$ cat src/rtl/load_store_unit.sv
// Memory-access stage: runs loads and stores against a synchronous word-wide data RAM and
// emits one register-write packet per transaction. Sub-word stores use read-modify-write.
module load_store_unit #(
  parameter int unsigned READ_LATENCY = 1
) (
  input  logic        clk,
  input  logic        rst,
  input  logic        in_valid,
  output logic        in_ready,
  input  logic        in_mem_read,
  input  logic        in_mem_write,
  input  logic        in_reg_write,
  input  logic [2:0]  in_funct3,
  input  logic [31:0] in_addr,
  input  logic [31:0] in_store_data,
  input  logic [4:0]  in_rd,
  output logic [31:0] ram_address,
  output logic [31:0] ram_data_in,
  output logic        ram_write_enable,
  input  logic [31:0] ram_data_out,
  output logic        out_valid,
  output logic [31:0] out_data,
  output logic [4:0]  out_rd,
  output logic        out_reg_write,
  output logic        out_fault
);

  localparam int unsigned CntW = (READ_LATENCY < 1) ? 1 : $clog2(READ_LATENCY + 1);
  localparam logic [CntW-1:0] CntLast = CntW'(READ_LATENCY);

  typedef enum logic [1:0] {StIdle, StRead, StWrite, StDone} state_e;

  state_e          state;
  logic [CntW-1:0] cnt;
  logic            mem_read_q;
  logic            reg_write_q;
  logic [2:0]      funct3_q;
  logic [31:0]     addr_q;
  logic [15:0]     store_lo_q;
  logic [4:0]      rd_q;
  logic [31:0]     wdata_q;

  logic        access;
  logic        fault;
  logic [7:0]  lane_byte;
  logic [15:0] lane_half;
  logic [31:0] load_val;
  logic [31:0] merge_val;

  // Alignment faults only apply to real memory accesses; ALU results are never checked.
  always_comb begin
    access = in_mem_read | in_mem_write;
    fault  = 1'b0;
    if (in_mem_read && in_mem_write) begin
      fault = 1'b1;
    end else if (access && (in_funct3 == 3'b011 || in_funct3[2:1] == 2'b11)) begin
      fault = 1'b1;
    end else if (access && in_funct3[1:0] == 2'b01 && in_addr[0]) begin
      fault = 1'b1;
    end else if (access && in_funct3 == 3'b010 && in_addr[1:0] != 2'b00) begin
      fault = 1'b1;
    end
  end

  always_comb begin
    lane_byte = ram_data_out[{addr_q[1:0], 3'b000} +: 8];
    lane_half = ram_data_out[{addr_q[1], 4'b0000} +: 16];
    case (funct3_q)
      3'b000:  load_val = {{24{lane_byte[7]}}, lane_byte};
      3'b100:  load_val = {24'h000000, lane_byte};
      3'b001:  load_val = {{16{lane_half[15]}}, lane_half};
      3'b101:  load_val = {16'h0000, lane_half};
      default: load_val = ram_data_out;
    endcase
  end

  always_comb begin
    merge_val = ram_data_out;
    if (funct3_q[1:0] == 2'b00) begin
      merge_val[{addr_q[1:0], 3'b000} +: 8] = store_lo_q[7:0];
    end else begin
      merge_val[{addr_q[1], 4'b0000} +: 16] = store_lo_q;
    end
  end

  always_ff @(posedge clk) begin
    if (rst) begin
      state         <= StIdle;
      cnt           <= '0;
      in_ready      <= 1'b1;
      out_valid     <= 1'b0;
      out_data      <= '0;
      out_rd        <= '0;
      out_reg_write <= 1'b0;
      out_fault     <= 1'b0;
      mem_read_q    <= 1'b0;
      reg_write_q   <= 1'b0;
      funct3_q      <= '0;
      addr_q        <= '0;
      store_lo_q    <= '0;
      rd_q          <= '0;
      wdata_q       <= '0;
    end else begin
      out_valid <= 1'b0;
      unique case (state)
        StIdle: begin
          if (in_valid) begin
            mem_read_q  <= in_mem_read;
            reg_write_q <= in_reg_write;
            funct3_q    <= in_funct3;
            addr_q      <= in_addr;
            store_lo_q  <= in_store_data[15:0];
            rd_q        <= in_rd;
            in_ready    <= 1'b0;
            cnt         <= '0;
            if (fault) begin
              state         <= StDone;
              out_valid     <= 1'b1;
              out_data      <= '0;
              out_rd        <= in_rd;
              out_reg_write <= 1'b0;
              out_fault     <= 1'b1;
            end else if (!access) begin
              state         <= StDone;
              out_valid     <= 1'b1;
              out_data      <= in_addr;
              out_rd        <= in_rd;
              out_reg_write <= in_reg_write;
              out_fault     <= 1'b0;
            end else if (in_mem_read || in_funct3 != 3'b010) begin
              state <= StRead;
            end else begin
              wdata_q <= in_store_data;
              state   <= StWrite;
            end
          end
        end
        StRead: begin
          if (cnt == CntLast) begin
            if (mem_read_q) begin
              state         <= StDone;
              out_valid     <= 1'b1;
              out_data      <= load_val;
              out_rd        <= rd_q;
              out_reg_write <= reg_write_q;
              out_fault     <= 1'b0;
            end else begin
              wdata_q <= merge_val;
              state   <= StWrite;
            end
          end else begin
            cnt <= cnt + CntW'(1);
          end
        end
        StWrite: begin
          state         <= StDone;
          out_valid     <= 1'b1;
          out_data      <= '0;
          out_rd        <= rd_q;
          out_reg_write <= 1'b0;
          out_fault     <= 1'b0;
        end
        StDone: begin
          state    <= StIdle;
          in_ready <= 1'b1;
        end
      endcase
    end
  end

  assign ram_write_enable = (state == StWrite) && !rst;
  assign ram_address      = (state == StRead || state == StWrite) ? {2'b00, addr_q[31:2]} : '0;
  assign ram_data_in      = wdata_q;

endmodule

$ cat config.mk
export PLATFORM = sky130hd
export DESIGN_NAME = load_store_unit
export DESIGN_NICKNAME = d
export VERILOG_FILES = /design/src/rtl/load_store_unit.sv
export SDC_FILE = /design/constraint.sdc
export NUM_CORES = 1
export LEC_CHECK = 0
export ABC_AREA = 0
export BUFFER_PORTS_ARGS = -buffer_cell sky130_fd_sc_hd__buf_4
export CAP_MARGIN = 40
export CORE_MARGIN = 2
export CORE_UTILIZATION = 50
export DETAILED_ROUTE_END_ITERATION = 8
export PLACE_DENSITY = 0.81
export SLEW_MARGIN = 15
export SYNTH_ARGS = -nofsm -noshare
export SYNTH_HDL_FRONTEND = slang
export SYNTH_SLANG_ARGS = --single-unit
$ cat constraint.sdc
create_clock -name clk -period 6.4 [get_ports clk]
set_clock_uncertainty 0.15 [all_clocks]
set_input_delay 0.64 -clock clk [delete_from_list [all_inputs] [get_ports clk]]
set_output_delay 0.64 -clock clk [all_outputs]
set_load 0.005 [all_outputs]
; ---- Yosys cells after proc, flatten, opt, wreduce, memory -nomap -nowiden
; Index checks and enable logic that the tools add are counted.
[word_totals]
regBits = 134
latchBits = 0
ram_bits = 0
mem_bits_ro = 0
in_bits = 110
out_inout_bits = 106
word_cells = 125
memories = 0
[op_classes]
addsub = 3
n_mul = 0
n_div = 0
n_lt_le_gt_ge = 0
n_eq_ne = 19
shifts = 6
n_mux = 57
n_bitwise = 1
reduce_logical = 24
[op_table]
columns = cell, count
row1 = $mux W32, 12
row2 = $pmux W32 S4, 1
row3 = $pmux W32 S3, 1
row4 = $bwmux W32, 2
row5 = $pmux W32 S2, 1
row6 = $shift A16 B7 Y32 const A, 1
row7 = $shift A8 B7 Y32 const A, 1
row8 = $shiftx A16 B7 Y32, 1
row9 = $shiftx A32 B6 Y16, 1
row10 = $shiftx A32 B6 Y8, 1
row11 = $shiftx A8 B7 Y32, 1
row12 = $mux W30, 1
row13 = $mux W5, 5
row14 = $mux W1, 22
row15 = $pmux W5 S3, 1
row16 = $ne A2 B2 Y1 const B, 7
row17 = $neg A5 Y7, 2
row18 = $mux W2, 5
row19 = $pmux W1 S3, 3
row20 = $pmux W2 S4, 1
row21 = $reduce_and A2 Y1, 4
row22 = $logic_and A1 B1 Y1, 7
row23 = $reduce_and A7 Y1, 1
row24 = $eq A2 B2 Y1 const B, 3
row25 = 16 further kinds, 25

; ---- Longest topological paths before layout
; Gate-level depths: netlist (run 1).
[depth]
word_depth = 10
depth_mapped = 9
depth_no_buf = 7

; ---- Worst setup path after synthesis (run 1)
; Ideal clock, no wire load.
[synth_path]
path_kind = register to output
start = reg state[0]
end = out ram_address[10]
t_arrival_ps = 1625
required_time_ps = 5610
slack_ps = 3985
path_stages_with_launch = 7
cell_sequence = dfxtp_1 inv_1 ha_1 clkbuf_1 clkbuf_1 clkbuf_1 and2_1
[synth_between]
elab_chain_len = 3
[synth_rtl]
columns = element, line
row1 = from (decl), 33  ; state_e state;
row2 = from (signal assigned), 88  ; state <= StIdle;
row3 = from (signal assigned), 117  ; state <= StDone;
row4 = from (signal assigned), 124  ; state <= StDone;
row5 = $eq A2 B1 Y1 / $eq A2 B2 Y1 (equally long branches), 172  ; assign ram_address = (state == StRead || state == StWrite) ? {2'b00, addr_q[31:2]} : '0;
row6 = $logic_or A1 B1 Y1 (*), 172
row7 = $mux W30 (*), 172
row8 = to (decl), 17  ; output logic [31:0] ram_address,
; Every way passes the cells marked *; elsewhere a longest branch is shown, timed or not.

; ---- Final worst setup path (run 1)
[layout_path]
start = reg addr_q[1]
end = reg wdata_q[24], in the netlist ram_data_in[24]
[layout_between]
elab_chain_len = 7
[layout_rtl]
columns = element, line
row1 = from (decl), 38  ; logic [31:0] addr_q;
row2 = from (signal assigned), 111  ; addr_q <= in_addr;
row3 = $neg A5 Y7 (on tied branches), "82, 80"
row4 = "$shiftx A16 B7 Y32, or another cell as far along", 82  ; merge_val[{addr_q[1], 4'b0000} +: 16] = store_lo_q;
row5 = $bwmux W32 (on tied branches), "82, 80"
row6 = $mux W32 (*), 79  ; if (funct3_q[1:0] == 2'b00) begin
row7 = $mux W32 (*), 140  ; if (mem_read_q) begin
row8 = $mux W32 (*), 139  ; if (cnt == CntLast) begin
row9 = $pmux W32 S2 (*), 105  ; unique case (state)
row10 = to (signal assigned), 133  ; wdata_q <= in_store_data;
row11 = to (signal assigned), 148  ; wdata_q <= merge_val;
row12 = to (decl), 41  ; logic [31:0] wdata_q;
; Every way passes the cells marked *; elsewhere a longest branch is shown, timed or not. The select of a mux whose other input is x is not followed.
; A chain may end at the register's enable or synchronous reset.

==> impl_metrics.toml, run 1 <==
[clock_tree]
path_clk_slew_ns = 0.05
hold_buffers = 0
htree_levels = 4
clk_latency_ns = 0.42
cts_tree = "built"
clk_path_buf_depth = 2
ctsResizeCount = 0
cts_sinks = 134
cts-root-buf = "clkbuf_16"
cts_setup_buffers = 0
cts_buffers = 17

[placement]
post-place-ws_ns = 3.362
numPortBuffers = 213
dp_hpwl_um = 16340
globalplace.congestion = 0.9302

[yosys]
synthXorXnorAreaFrac = 0.001256
synth_area_per_cell_um2 = 8.016
synth_cells = 870
synthSimpleGateAreaFrac = 0.2006
yosysSeqAreaShare = 0.3846
synth_compound_gate_area_share = 0.2905
synthDistinctLibCells = 58
synthArstFlopShare = 0
ys_ff_latch = 134
syn_area_mm2 = 0.006974
ys_warn_count = 0
synth-main-ff-cell = "dfxtp_1"
synth_top_family_by_area = "compound AO/OA/AOI/OAI gates"
synthAdderAreaFrac = 0.01615
synth-edff-count = 0
synth_mux_area_frac = 0.04736

[cells_and_area]
multi_input_area_mm2 = 0.003906
diodes = 0
layout.nets = 1157
fillers = 1189
final_common_cell = "buf_4"
layout-drive-gt1-share = 0.2684
layout.area.seq_mm2 = 0.002684
area_delta_synth_final_pct = 32.19
mostFrequentLayoutCells = "buf_4 (222), nand2_1 (138), dfxtp_1 (133)"

[timing]
clock.fmax_ghz = 0.3218
tightest_slew_ns = 0.7452
finalMaxSlewViolations = 0
rsz0062_at_grt = "false"
post-route-period-util = 0.4856
finalHoldViolCount = 0
fin_crit_ns = 3.108
finalSetupViolCount = 0
finalWorstSetupSlack_ns = 3.292
finalSetupTns_ns = 0
max-slew-margin-rel = 0.5032

[min_path]
hold_path_class = "flip-flop to flip-flop"

[status]
status = "finished, final reports clean"

[pwr]
p_leak_nw = 3.744
power_density_mw_per_mm2 = 410.1
peakVddDrop_mv = 0.3491

[drt]
routedWlPerCell_um = 18.67
vias_per_cell = 6.022
top_layer = "met4"
dr_wl_met2_um = 10500
wl_met3_um = 2260
drcViolationCount = 0
firstDrtPassIters = 5
wl_um = 22910
vias = 7389
drt_iter0_markers = 813
ant_nets = 0
met1_length_um = 9458

[grt]
grt_first_pass_wirelength_um = 34760
grt_pass1_vias = 6703
grt_overflow = 0
grt_max_degree = 61
antenna_found_initial = 0
track_usage = 0.2994

[floorplan]
io_pins = 216
die_h_um = 122.1
placementRows = 43
start_util = 0.5064
die_w_um = 122.1
core_area_mm2 = 0.01377
dieArea_mm2 = 0.01491

[worst_setup_path]
cp-end-kind = "flip-flop"
cp.arrival_ns = 3.30
required_ns = 6.59
cp_max_fo = 25
worst-setup-path-type = "flip-flop to flip-flop"
startpoint_type = "flip-flop"

[job]
cap_violations = 0
per-stage QoR:
step | cell area [µm²] | total power [W] | utilization | hold slack (ns) | cells
finish | 9219 | 0.003781 | 0.6693 | 0.2958 | 1227
global route | 9219 | 0.004012 | 0.6693 | 0.3130 | 1227
CTS | 9204 | 0.003767 | 0.6682 | 0.2994 | 1226
detailed placement | 8651 | 0.002829 | 0.6281 | 0.2920 | 1198
global placement | 8549 | 0.002773 | 0.6207 | 0.2878 | 1192
floorplan | 6978 | 0.002230 | - | 0.2817 | 871
metal layers:
metal,vias up,global-route usage
li1,3476,-
met4,0,0.1128
met1,3493,0.3951
met2,367,0.4672
met3,53,0.08240
met5,-,0
cell usage after synthesis, types with 11 or more instances:
cell type / count / area share
dfxtp_1: 134 / 0.38
o21ai_0: 13 / 0.0093
inv_1: 19 / 0.010
and2_1: 33 / 0.030
nand2_1: 139 / 0.075
nor2_1: 67 / 0.036
a221oi_1: 40 / 0.050
a211oi_1: 62 / 0.067
a21oi_1: 87 / 0.062
a21o_1: 24 / 0.026
clkbuf_1: 60 / 0.032
nor3_1: 43 / 0.031
buf_2: 11 / 0.0079
mux2i_1: 24 / 0.034
logic make-up after synthesis:
| logic type | count (synthesis) |
|---|---|
| and+or+nand+nor | 310 |
| AOI/OAI and AO/OA | 283 |
| DFF | 134 |
| buffers and inverters | 100 |
| muxes | 32 |
| adders and majority gates | 9 |
| other | 1 |
| xor gates and xnor gates | 1 |
worst paths after layout:
kind                           to  cells after the start  slack, ns       start
hold reg to reg        addr_q[31]                      2       0.30  addr_q[31]
setup / recovery  ram_data_in[24]                      9       3.29   addr_q[1]
setup reg to reg  ram_data_in[24]                      9       3.29   addr_q[1]
hold / removal         addr_q[31]                      2       0.30  addr_q[31]
area by class of cell:
cell class / instances / area share
multi-input cells: 637 / 0.4237
flip-flops and latches: 134 / 0.2911
repair buffers: 228 / 0.1926
clock buffers: 23 / 0.05185
well taps: 180 / 0.02443
clock inverters: 5 / 0.008143
inverters: 20 / 0.008143
report_power, final:
group / switching, W / leakage [nW] / internal (W)
Sequential: 0.000152 / 1.10 / 0.00105
Clock: 0.000340 / 0.275 / 0.000593
Combinational: 0.000949 / 2.37 / 0.000699
registers in the layout, indices dropped and copies added, names as in the netlist:
signal         count
mem_read_q         1
ram_data_in       32
out_data          32
in_ready           1
out_rd             5
rd_q               5
cnt                1
reg_write_q        1
funct3_q           3
out_fault          1
out_reg_write      1
store_lo_q        16
state              2
out_valid          1
addr_q            32
critical path: stages (launching register included):
cell,delay (ns)
dfxtp_2,0.69
buf_16,0.24
inv_1,0.10
ha_1,0.35
nor4bb_1,0.51
clkdlybuf4s15_2,0.35
a221oi_1,0.09
a211oi_1,0.26
a211oi_1,0.07
nor3_1,0.20
Note: power is estimated with default switching activity, not from simulation.
==> run 2, diff against run 1 <==
--- a/config.mk
+++ b/config.mk
@@ -5,11 +5,11 @@
 export SDC_FILE = /design/constraint.sdc
 export NUM_CORES = 1
 export LEC_CHECK = 0
-export ABC_AREA = 0
+export ABC_AREA = 1
 export BUFFER_PORTS_ARGS = -buffer_cell sky130_fd_sc_hd__buf_4
 export CAP_MARGIN = 40
 export CORE_MARGIN = 2
-export CORE_UTILIZATION = 50
+export CORE_UTILIZATION = 49
 export DETAILED_ROUTE_END_ITERATION = 8
 export PLACE_DENSITY = 0.81
 export SLEW_MARGIN = 15
==> constraint.sdc (replaced) <==
create_clock -name clk -period 2.75 [get_ports clk]
set_clock_uncertainty 0.15 [all_clocks]
set_input_delay 0.275 -clock clk [delete_from_list [all_inputs] [get_ports clk]]
set_output_delay 0.275 -clock clk [all_outputs]
set_load 0.005 [all_outputs]
==> impl_metrics.toml, run 2 <==
[status]
status = "finished, final reports clean"

[yosys]
synth-main-ff-cell = "dfxtp_1"
ys_warn_count = 0
synth_most_common_cell = "nand2_1"
synth_area_leader_cell = "dfxtp_1"
synth_top_cell_area_share = 0.3187
syn_area_mm2 = 0.008418
yosysSeqAreaShare = 0.3187
synthDistinctLibCells = 32
synth-edff-count = 0
synthArstFlopShare = 0
synthTopCellsByArea = "dfxtp_1 (32%), nand2_1 (20%), a21oi_1 (11%)"
synth_area_per_cell_um2 = 5.874
synth_commonest_cells = "nand2_1 (439), nor2_1 (200), a21oi_1 (186)"
ys_ff_latch = 134
synth_cells = 1433

[grt]
antenna_found_initial = 0
track_usage = 0.2997
grt_overflow = 0
grt_max_degree = 75
grt_first_pass_wirelength_um = 43590
grt_pass1_vias = 8522

[drt]
firstDrtPassIters = 6
routedWlPerCell_um = 14.80
met1_length_um = 11690
vias_per_cell = 5.181
drt_iter0_markers = 1053
top_layer = "met4"
vias = 9720
wl_um = 27760
wl_met3_um = 2679
drcViolationCount = 0
dr_wl_met2_um = 12740
ant_nets = 0

[min_path]
hold_path_class = "input pin to flip-flop"
hold_path_depth = 5
min_from = "in_store_data[17]"
whs_endpoint = "ram_data_in[17]"

[worst_setup_path]
startpoint_type = "flip-flop"
path_cells = "inv_2 -> ha_1 -> nor2_1 -> nand2_1 -> o21ai_0 -> nand2_1 -> nand2_1 -> a21oi_1 -> nor2_1"
path_buf_inv = 1
cp_top_family = "flip-flops"
cp-end-kind = "flip-flop"
cp.arrival_ns = 2.64
regToRegSetupSlack_ns = 0.33
cpPeakStageDelay_ns = 0.67
required_ns = 2.97
cp_max_fo = 16
worst-setup-path-type = "flip-flop to flip-flop"
cp_common_cell = "nand2_1"
reg2reg_to = "ram_data_in[27]"
r2r_start = "addr_q[0]"
r2r_cells = 9
slowest_stage = "dfxtp_1"

[clock_tree]
cts_tree = "built"
path_clk_slew_ns = 0.07
cts_sinks = 134
cts-root-buf = "clkbuf_16"
cts_buffers = 17
clk_path_buf_depth = 2
cts_setup_buffers = 0
htree_levels = 4
hold_buffers = 47
clk_latency_ns = 0.43
ctsResizeCount = 0

[timing]
fin_crit_ns = 2.420
rsz0062_at_grt = "false"
finalSetupViolCount = 0
finalHoldViolCount = 0
finalSetupTns_ns = 0
tightest_slew_ns = 0.7014
clock.fmax_ghz = 0.4132
post-route-period-util = 0.8800
finalMaxSlewViolations = 0
max-slew-margin-rel = 0.5313

[pwr]
internal-power_w = 0.006675
seqPwrFrac = 0.259
pwr-share-clk = 0.211
peakVddDrop_mv = 0.5431
p_comb_frac = 0.530
power_density_mw_per_mm2 = 1069
p_sw_w = 0.005230
p_total_w = 0.01191
p_leak_nw = 5.770
switching_share = 0.4393

[placement]
numPortBuffers = 213
globalplace.congestion = 0.9656
dp_hpwl_um = 19720

[floorplan]
placementRows = 47
core_area_mm2 = 0.01670
die_w_um = 135.1
die_h_um = 135.1
dieArea_mm2 = 0.01824
io_pins = 216
start_util = 0.5040

[cells_and_area]
layout-drive-gt1-share = 0.1866
fillers = 1549
mostFrequentLayoutCells = "nand2_1 (438), buf_4 (232), nor2_1 (200)"
diodes = 0
area_delta_synth_final_pct = 32.27
final_common_cell = "nand2_1"
layout.nets = 1763

[job]
cap_violations = 0
-- run 2: cell count changes in the layout (fill, tap and decap cells not counted), sizes merged, moves of 48 or more --
cell	delta
nor2	+139
inv	+151
o21ai	+89
dlygate4sd3	+48
nand3	+53
a21oi	+105
nand2	+305
a211oi	-61
-- run 2: worst max path at each step --
stage	start	end	slack [ns]	cells after the start
after detailed placement	addr_q[0]	ram_data_in[12]	0.44	9
final	addr_q[0]	ram_data_in[27]	0.33	9
after floorplan	addr_q[1]	ram_data_in[30]	0.74	12
after global placement	state[0]	ram_data_in[31]	0.51	9
after CTS	state[0]	ram_address[18]	0.37	6
after global routing	addr_q[0]	ram_data_in[2]	0.17	9
-- run 2: cells by family after synthesis --
family,after synthesis,share of synthesized area
AND/OR/NAND/NOR,722,0.3444
AO/OA/AOI/OAI,300,0.1842
buffers and inverters,262,0.1330
flip-flops,134,0.3187
adder cells (fa/ha/maj),9,0.01338
multiplexers,5,0.005946
other,1,0.0004455
-- run 2: layer usage --
layer  track usage  vias to the layer above
met1        0.3960                     4286
met2        0.4963                      517
met4       0.09491                        0
met3       0.05631                       56
met5             0                        -
li1              -                     4861
-- run 2: power by group through the flow --
stage	logic [W]	registers (W)	clock network (W)
final	0.00631	0.00309	0.00251
after global routing	0.00710	0.00317	0.00262
after CTS	0.00627	0.00308	0.00253
after detailed placement	0.00616	0.00311	0
after global placement	0.00606	0.00310	0
after floorplan	0.00440	0.00303	0
-- run 2: area by class of cell --
class	instances	area [µm²]	area share
Tap cell	220	275.3	0.02472
Multi-Input combinational cell	1038	4622	0.4151
Clock inverter	10	168.9	0.01517
Sequential cell	134	2683	0.2409
Clock buffer	21	480.5	0.04315
Timing Repair Buffer	282	2262	0.2032
Inverter	171	643.1	0.05776
-- run 2: per-stage QoR --
stage | util | cell area (µm²) | std cells | hold WS [ns] | setup WS (ns)
detailed placement | 0.5990 | 10000 | 1797 | 0.3199 | 0.4415
global route | 0.6667 | 11130 | 1876 | 0.02594 | 0.1704
CTS | 0.6661 | 11120 | 1875 | 0.001472 | 0.3731
finish | 0.6667 | 11130 | 1876 | 0.009823 | 0.3300
floorplan | - | 8422 | 1434 | 0.1941 | 0.7354
global placement | 0.5990 | 10000 | 1797 | 0.3117 | 0.5093
-- run 2: worst min-delay path: cells and delay by family --
kind	cells	cell delay [ns]
buffers and inverters	1	0.08
AND/OR/NAND/NOR	4	0.21
==> run 3, diff against run 2 <==
--- a/config.mk
+++ b/config.mk
@@ -8,8 +8,10 @@
 export ABC_AREA = 1
 export BUFFER_PORTS_ARGS = -buffer_cell sky130_fd_sc_hd__buf_4
 export CAP_MARGIN = 40
+export CELL_PAD_IN_SITES_DETAIL_PLACEMENT = 0
+export CELL_PAD_IN_SITES_GLOBAL_PLACEMENT = 1
 export CORE_MARGIN = 2
-export CORE_UTILIZATION = 49
+export CORE_UTILIZATION = 33
 export DETAILED_ROUTE_END_ITERATION = 8
 export PLACE_DENSITY = 0.81
 export SLEW_MARGIN = 15
==> impl_metrics.toml, run 3 (synthesis results as in run 2) <==
[worst_setup_path]
required_ns = 2.97
worst-setup-path-type = "flip-flop to flip-flop"
path_buf_inv = 1
r2r_cells = 9
reg2reg_to = "ram_data_in[30]"
cp.arrival_ns = 2.60
cp_max_fo = 16
slowest_stage = "dfxtp_1"
cp-end-kind = "flip-flop"
cp_common_cell = "nand2_1"
path_cells = "inv_2 -> ha_1 -> nor2_1 -> nand2_1 -> o21ai_0 -> nand2_1 -> nand2_1 -> a21oi_1 -> nor2_1"
regToRegSetupSlack_ns = 0.37
cp_top_family = "flip-flops"
startpoint_type = "flip-flop"
cpPeakStageDelay_ns = 0.66
r2r_start = "addr_q[0]"

[pwr]
p_leak_nw = 5.789
power_density_mw_per_mm2 = 1052
peakVddDrop_mv = 0.4625

[grt]
track_usage = 0.2225
grt_first_pass_wirelength_um = 46710
grt_pass1_vias = 8566
grt_max_degree = 79
grt_overflow = 0
antenna_found_initial = 0

[drt]
ant_nets = 0
vias_per_cell = 4.696
firstDrtPassIters = 5
routedWlPerCell_um = 15.07
drcViolationCount = 0
drt_iter0_markers = 750
wl_um = 30030
vias = 9354

[placement]
globalplace.congestion = 0.8952
dpl_cell_area_mm2 = 0.01021
dp_hpwl_um = 21920
numPortBuffers = 213

[timing]
fin_crit_ns = 2.380
finalSetupViolCount = 0
rsz0062_at_grt = "false"
max-slew-margin-rel = 0.5124
finalHoldViolCount = 0
tightest_slew_ns = 0.7269
finalMaxSlewViolations = 0
clock.fmax_ghz = 0.4201
post-route-period-util = 0.8656
finalSetupTns_ns = 0

[floorplan]
start_util = 0.3353
io_pins = 216
die_w_um = 163.7
core_area_mm2 = 0.02511
die_h_um = 163.7
dieArea_mm2 = 0.02680
placementRows = 58

[clock_tree]
clk_path_buf_depth = 2
cts_setup_buffers = 0
cts_buffers = 17
cts_sinks = 134
clk_latency_ns = 0.43
cts_tree = "built"
path_clk_slew_ns = 0.07
cts-root-buf = "clkbuf_16"
htree_levels = 4

[min_path]
hold_path_depth = 3
whs_endpoint = "funct3_q[2]"
min_from = "in_funct3[2]"
hold_path_class = "input pin to flip-flop"

[cells_and_area]
layout.nets = 1768
mostFrequentLayoutCells = "nand2_1 (438), buf_4 (230), nor2_1 (200)"
area_delta_synth_final_pct = 34.35
fillers = 2750
final_common_cell = "nand2_1"
final_cell_area_mm2 = 0.01131
diodes = 0
layout-drive-gt1-share = 0.1871
final_core_util = 0.4504

[status]
status = "finished, final reports clean"

[job]
cap_violations = 0
==> run 3: cell types whose count changed in the layout (fill, tap and decap cells not counted), sizes merged <==
cell,before,now
inv,170,177
bufinv,4,2
buf,234,236
dlygate4sd3,48,51
clkinv,4,3
clkbuf,21,18
==> run 3: area by class of cell <==
cell class	count	area [µm²]	share of cell area
Multi-Input combinational cell	1038	4622	0.4087
Sequential cell	134	2683	0.2372
Timing Repair Buffer	287	2357	0.2084
Inverter	171	643.1	0.05686
Clock buffer	18	429.2	0.03795
Tap cell	330	412.9	0.03651
Clock inverter	14	162.7	0.01438
==> run 3: repair_timing <==
action / CTS / global route
resized for setup: 0 / 0
endpoints found under the setup margin: 0 / 0
endpoints found under the hold margin: 57 / 0
hold buffers: 51 / 0
==> run 3: tightest hold or removal path: stages <==
cell     delay (ns)
buf_4          0.08
o21ai_0        0.11
nor2_1         0.09
==> run 3: per-layer routing <==
metal / GRT usage / share of wire / vias up
met4: 0.05343 / 0.014 / 0
met5: 0 / 0 / -
met1: 0.3179 / 0.48 / 4165
met3: 0.03763 / 0.062 / 26
li1: - / - / 4873
met2: 0.3487 / 0.44 / 290
==> run 3: through the flow <==
step / instances / power, W / hold slack [ns] / setup WS [ns]
floorplan: 1434 / 0.007437 / 0.1941 / 0.7354
global placement: 1909 / 0.009457 / 0.3102 / 0.4746
detailed placement: 1909 / 0.009510 / 0.3177 / 0.4048
CTS: 1992 / 0.01198 / 0.006061 / 0.3620
global route: 1992 / 0.01298 / 0.01749 / 0.1286
finish: 1992 / 0.01190 / 0.01440 / 0.3695
==> run 3: worst max-delay path by stage <==
| stage | start | endpoint | slack [ns] | cells past startpoint |
|---|---|---|---|---|
| final | addr_q[0] | ram_data_in[30] | 0.37 | 9 |
| after global routing | addr_q[0] | ram_data_in[26] | 0.13 | 9 |
| after CTS | state[1] | ram_address[2] | 0.36 | 6 |
| after floorplan | addr_q[1] | ram_data_in[30] | 0.74 | 12 |
| after detailed placement | addr_q[0] | ram_data_in[30] | 0.40 | 9 |
| after global placement | funct3_q[1] | out_data[24] | 0.47 | 4 |
==> run 3: power by group <==
group / total (W) / switching (W) / internal (W)
sequential: 0.00309 / 0.000444 / 0.00265
clock: 0.00237 / 0.00100 / 0.00136
combinational: 0.00644 / 0.00394 / 0.00250
